==> src/rtl/tpu_pkg.sv <==
// Shared TPU definitions: buffer geometry and the C-drain state encoding.
package tpu_pkg;

  localparam int ADDR_BITS     = 16;
  localparam int DATAC_BITS    = 128;
  localparam int LANE_BITS     = 32;
  localparam int LANES         = DATAC_BITS / LANE_BITS;
  localparam int LANE_IDX_BITS = $clog2(LANES);

  typedef enum logic [2:0] {
    ST_IDLE  = 3'd0,
    ST_FETCH = 3'd1,
    ST_LOAD  = 3'd2,
    ST_SEND  = 3'd3,
    ST_FIN   = 3'd4
  } drain_state_e;

endpackage

==> src/rtl/tpu_lane_serializer.sv <==
// Holds one C entry and streams it out as LANES beats, lane 0 first,
// keeping tdata/tlast/tvalid stable while the consumer stalls.
module tpu_lane_serializer
  import tpu_pkg::*;
(
  input  logic                  clk,
  input  logic                  rst_n,
  input  logic                  load,
  input  logic [DATAC_BITS-1:0] c_data,
  input  logic                  last_entry,
  input  logic                  tready,
  output logic                  tvalid,
  output logic [LANE_BITS-1:0]  tdata,
  output logic                  tlast,
  output logic                  last_lane_accepted
);

  logic [DATAC_BITS-1:0]    hold_r;
  logic [LANE_IDX_BITS-1:0] lane_r;
  logic                     tvalid_r;
  logic                     accept_s;
  logic                     final_lane_s;

  // Handshake decode for the lane currently on the bus.
  always_comb begin
    accept_s     = tvalid_r & tready;
    final_lane_s = (lane_r == LANE_IDX_BITS'(LANES - 1));
  end

  // Entry capture, lane advance on each accepted beat, valid drop after the final lane.
  always_ff @(posedge clk) begin
    if (!rst_n) begin
      hold_r   <= '0;
      lane_r   <= '0;
      tvalid_r <= 1'b0;
    end else if (load) begin
      hold_r   <= c_data;
      lane_r   <= '0;
      tvalid_r <= 1'b1;
    end else if (accept_s) begin
      lane_r <= lane_r + LANE_IDX_BITS'(1);
      if (final_lane_s) begin
        tvalid_r <= 1'b0;
      end else begin
        tvalid_r <= 1'b1;
      end
    end else begin
      hold_r   <= hold_r;
      lane_r   <= lane_r;
      tvalid_r <= tvalid_r;
    end
  end

  // Lane select from the holding register; only registered state feeds the bus.
  always_comb begin
    tdata = '0;
    case (lane_r)
      2'd0:    tdata = hold_r[31:0];
      2'd1:    tdata = hold_r[63:32];
      2'd2:    tdata = hold_r[95:64];
      2'd3:    tdata = hold_r[127:96];
      default: tdata = '0;
    endcase
  end

  // Stream status toward the bus and the drain FSM.
  always_comb begin
    tvalid             = tvalid_r;
    tlast              = tvalid_r & final_lane_s & last_entry;
    last_lane_accepted = accept_s & final_lane_s;
  end

endmodule

==> src/rtl/tpu_c_drain.sv <==
// Drains a run of C buffer entries onto a 32-bit valid/ready stream.
module tpu_c_drain
  import tpu_pkg::*;
(
  input  logic                  clk,
  input  logic                  rst_n,
  input  logic                  start,
  input  logic [ADDR_BITS-1:0]  C_base,
  input  logic [ADDR_BITS-1:0]  length,
  output logic                  C_rd_en,
  output logic [ADDR_BITS-1:0]  C_index,
  input  logic [DATAC_BITS-1:0] C_data_out,
  output logic                  sm_tvalid,
  output logic [LANE_BITS-1:0]  sm_tdata,
  output logic                  sm_tlast,
  input  logic                  sm_tready,
  output logic                  busy,
  output logic                  done
);

  drain_state_e         state_r;
  drain_state_e         state_s;
  logic [ADDR_BITS-1:0] base_r;
  logic [ADDR_BITS-1:0] len_r;
  logic [ADDR_BITS-1:0] ptr_r;
  logic                 c_rd_en_r;
  logic [ADDR_BITS-1:0] c_index_r;
  logic                 busy_r;
  logic                 done_r;
  logic [ADDR_BITS-1:0] fetch_addr_s;
  logic                 last_entry_s;
  logic                 last_lane_accepted_s;

  // Next state; the pointer compare uses the full address width so length 2^N-1 works.
  always_comb begin
    state_s = state_r;
    case (state_r)
      ST_IDLE: begin
        if (start && (length != '0)) begin
          state_s = ST_FETCH;
        end else if (start) begin
          state_s = ST_FIN;
        end else begin
          state_s = ST_IDLE;
        end
      end
      ST_FETCH: state_s = ST_LOAD;
      ST_LOAD:  state_s = ST_SEND;
      ST_SEND: begin
        if (last_lane_accepted_s && ((ptr_r + ADDR_BITS'(1)) == len_r)) begin
          state_s = ST_FIN;
        end else if (last_lane_accepted_s) begin
          state_s = ST_FETCH;
        end else begin
          state_s = ST_SEND;
        end
      end
      ST_FIN:   state_s = ST_IDLE;
      default:  state_s = ST_IDLE;
    endcase
  end

  // Address of the entry about to be fetched (first entry comes straight off the start inputs).
  always_comb begin
    if (state_r == ST_IDLE) begin
      fetch_addr_s = C_base;
    end else begin
      fetch_addr_s = base_r + ptr_r + ADDR_BITS'(1);
    end
    last_entry_s = (ptr_r == (len_r - ADDR_BITS'(1)));
  end

  // State, drain parameters, entry pointer and registered control outputs.
  always_ff @(posedge clk) begin
    if (!rst_n) begin
      state_r   <= ST_IDLE;
      base_r    <= '0;
      len_r     <= '0;
      ptr_r     <= '0;
      c_rd_en_r <= 1'b0;
      c_index_r <= '0;
      busy_r    <= 1'b0;
      done_r    <= 1'b0;
    end else begin
      state_r <= state_s;
      if ((state_r == ST_IDLE) && start) begin
        base_r <= C_base;
        len_r  <= length;
        ptr_r  <= '0;
      end else if ((state_r == ST_SEND) && last_lane_accepted_s) begin
        ptr_r <= ptr_r + ADDR_BITS'(1);
      end else begin
        ptr_r <= ptr_r;
      end
      c_rd_en_r <= (state_s == ST_FETCH);
      if (state_s == ST_FETCH) begin
        c_index_r <= fetch_addr_s;
      end else begin
        c_index_r <= c_index_r;
      end
      busy_r <= (state_s == ST_FETCH) || (state_s == ST_LOAD) || (state_s == ST_SEND);
      done_r <= (state_s == ST_FIN);
    end
  end

  tpu_lane_serializer u_ser (
    .clk                (clk),
    .rst_n              (rst_n),
    .load               (state_r == ST_LOAD),
    .c_data             (C_data_out),
    .last_entry         (last_entry_s),
    .tready             (sm_tready),
    .tvalid             (sm_tvalid),
    .tdata              (sm_tdata),
    .tlast              (sm_tlast),
    .last_lane_accepted (last_lane_accepted_s)
  );

  // Drive ports from the registered control state.
  always_comb begin
    C_rd_en = c_rd_en_r;
    C_index = c_index_r;
    busy    = busy_r;
    done    = done_r;
  end

endmodule

==> config.mk <==
export PLATFORM = sky130hd
export DESIGN_NAME = tpu_c_drain
export DESIGN_NICKNAME = d
export VERILOG_FILES = /design/src/rtl/tpu_pkg.sv /design/src/rtl/tpu_lane_serializer.sv /design/src/rtl/tpu_c_drain.sv
export SDC_FILE = /design/constraint.sdc
export NUM_CORES = 1
export LEC_CHECK = 0
export ABC_AREA = 1
export BUFFER_PORTS_ARGS = -buffer_cell sky130_fd_sc_hd__buf_2
export CORE_MARGIN = 2
export CORE_UTILIZATION = 23
export DETAILED_ROUTE_END_ITERATION = 16
export PLACE_DENSITY = 0.45
export SLEW_MARGIN = 20
export SYNTH_ARGS = -nofsm -noshare
export SYNTH_HDL_FRONTEND = slang
export SYNTH_SLANG_ARGS = --single-unit
==> constraint.sdc <==
create_clock -name clk -period 5.4 [get_ports clk]
set_input_delay 0.81 -clock clk [delete_from_list [all_inputs] [get_ports clk]]
set_output_delay 0.81 -clock clk [all_outputs]
set_load 0.05 [all_outputs]
==> impl_results.md <==
* Worst VDD drop at 0.2348 mV
* Total gr overflow at 0
* Worst-case clock skew at 0.01652 ns
* Top-count cell post-synth: nor2_1
* Setup bufs post-CTS at 0
* Final period util at 0.7511
* Share of cells above drive strength 1 at 0.2016
* Fin. Hold Viols at 0
* Detailed-route via count at 9,739
* Fin Hold WS at 0.4650 ns
* Hold Crit Class: reg2reg
* Leakage Power at 0.005525 uW
* Setup TNS at 0 ns
* Initial Util at 0.2330
* Fin crit period at 4.056 ns
* CTS Hold Buffers Added at 0
* Final Max Slew Viols at 0
* Critical Path Start Type: register
* Clock root cell: clkbuf_16
* Antenna violations before repair at 23
* Synthesis warning total at 0
* Layout Nets at 1,753
* Vias in the first global route at 9,514
* Gpl congestion at 0.8704
* Clock-pin slew of the registers on the worst-case setup and hold paths at 0.06 ns
* DRT iter0 DRCs at 498
* WL final at 35,970 um
* Final instance area at 12,350 um2
* Row Count at 75
* Mapped Cells at 1,394
* WP data required at 4.59 ns
* Pin count of the biggest net entering global routing at 133
* Cell taking the most area after synthesis: dfxtp_1
* Critical path capture point type: output port
* Delay-heaviest family, CP: simple AND/OR/NAND/NOR gates
* CP Class: reg2out
* Die W at 210.4 um
* Register area share after synthesis at 0.4107
* Post-CTS sizing at 0
* Layout area overhead at 26.04%
* H-tree Lvls at 1
* I/O Buffers at 216
* Top-area cell type share of the netlist area at 0.4107
* # IOs at 217
* RSZ-0062 raised after global routing: no
* Post-synth top cells: nor2_1 (311), o21ai_0 (214), dfxtp_1 (201)
* EDFF count, synth at 0
* Total track usage at 0.1569
* Worst-path cell chain: ha_2 -> inv_1 -> a21oi_1 -> nand2_1 -> nor3_1 -> nand3_1 -> nor3_1 -> nand3_1 -> nor2_1 -> buf_2
* Routed length per instance at 16.84 um
* Ys async rst share at 0
* Max-capacitance violation count at 0
* Die Y at 210.4 um
* Detailed Routing Iterations Pass 1 at 7
* Final core utilization at 0.2937
* Core area at 42,040 um2
* Yosys cell types at 44
* Setup violators final at 0
* Global-route wire length before repair at 54,150 um
* Max frequency at 0.2466 GHz
* Ratio of total power to cell area at 366.2 nW/um2
* Synth area leaders: dfxtp_1 (41%), nor2_1 (12%), o21ai_0 (11%)
* Status: completed
* Sink Count at 201
* Worst slew pin tran at 0.8990 ns
* Buf+Inv Stages, Crit Path at 2
* CTS Buffer Depth at 3
* Slowest cell on crit path: ha_2
* Synthesized area at 9797 um2
* Worst endpoint data arrival time at 3.25 ns
* Synthesized net count at 1,580
* CTS tree: done
* Remaining DRCs at 0
* Vias/cell at 4.559
* Dpl hpwl at 25,540 um
* CTS Buf Count at 26
* Post-DP Area at 11,310 um2
* Max-slew headroom at 0.4007
* CP Max Fanout at 34
* Routed Antenna Nets at 0
* CP peak stage delay at 0.75 ns
* Worst skew pair latency at 0.56 ns
* Synth Register Bits at 201
* Total Die Area at 44,260 um2
* Main synth FF type: dfxtp_1
* Avg Cell Area, Syn at 7.028 um2
## sequential cells by signal, indices dropped and copies added (netlist names)
name,count
C_index,16
C_rd_en,1
base_r,16
busy,1
done,1
len_r,16
ptr_r,16
state_r,3
u_ser.hold_r,128
u_ser.lane_r,2
u_ser.tvalid,1
## power by group
part           switching, uW  total, uW  internal, uW
logic                    569        807           238
registers               79.6       1710          1630
clock network            737       2000          1270
total                   1390       4520          3140
## final timing paths
path	from	endpoint	slack, ns	depth (start not counted)
hold / removal	C_index[4]	C_index[4]	0.46	2
hold reg to reg	C_index[4]	C_index[4]	0.46	2
setup reg to reg	u_ser.lane_r[0]	ptr_r[11]	1.99	11
setup / recovery	u_ser.lane_r[0]	sm_tlast	1.34	10
## routing by layer
layer  global-route usage  vias to the layer above  wire (um)
met5                    0                        -        184
met4              0.03351                       28        670
met3              0.05140                       62       2421
met2               0.2785                      213      17860
met1               0.1837                     4443      14840
li1                     -                     4993          -
## worst reg2reg max path, delay by kind of cell (launching register included)
kind | cells | cell delay, ns
adders and majority gates | 1 | 0.75
and+or+nand+nor | 6 | 1.45
xor gates and xnor gates | 1 | 0.14
buffers and inverters | 3 | 0.57
DFF | 1 | 0.39
## per-stage QoR
stage | std cells | power [uW] | worst slack (ns)
after floorplan | 1394 | 2297 | 2.369
after global placement | 2078 | 2555 | 1.941
after detailed placement | 2078 | 2555 | 1.948
after CTS | 2126 | 4593 | 1.347
after global routing | 2129 | 4748 | 1.097
final | 2136 | 4522 | 1.344
## placed cells by master (no fill, tap or decap), types with 26 or more instances in the layout
cell type / synthesis / routed
dfxtp_1: 201 / 201
nor2_1: 311 / 311
clkbuf_16: 0 / 26
nand3_1: 69 / 69
a21oi_1: 88 / 88
nand2_1: 187 / 187
buf_2: 3 / 215
o21ai_0: 214 / 214
inv_1: 72 / 71
a22o_1: 32 / 32
## area by class of cell
class                      count  area, um2
antenna                       10      25.02
clock buffer                  31      699.4
clock inverter                17      299.0
fill                        4684      29690
inverter                      78      295.3
multi-input combinational   1034       5169
sequential                   201       4024
tap                          539      674.4
timing repair buffer         226       1162
## cell families after synthesis
kind of cell | Yosys count | share of synthesized area
mux | 1 | 0.001149
buf+inv | 159 | 0.06373
flops | 201 | 0.4107
compound gates | 369 | 0.2105
xor+xnor | 29 | 0.02593
simple gates | 613 | 0.2591
fa+ha+maj | 22 | 0.02886
Note: power is estimated with default switching activity, not from simulation.
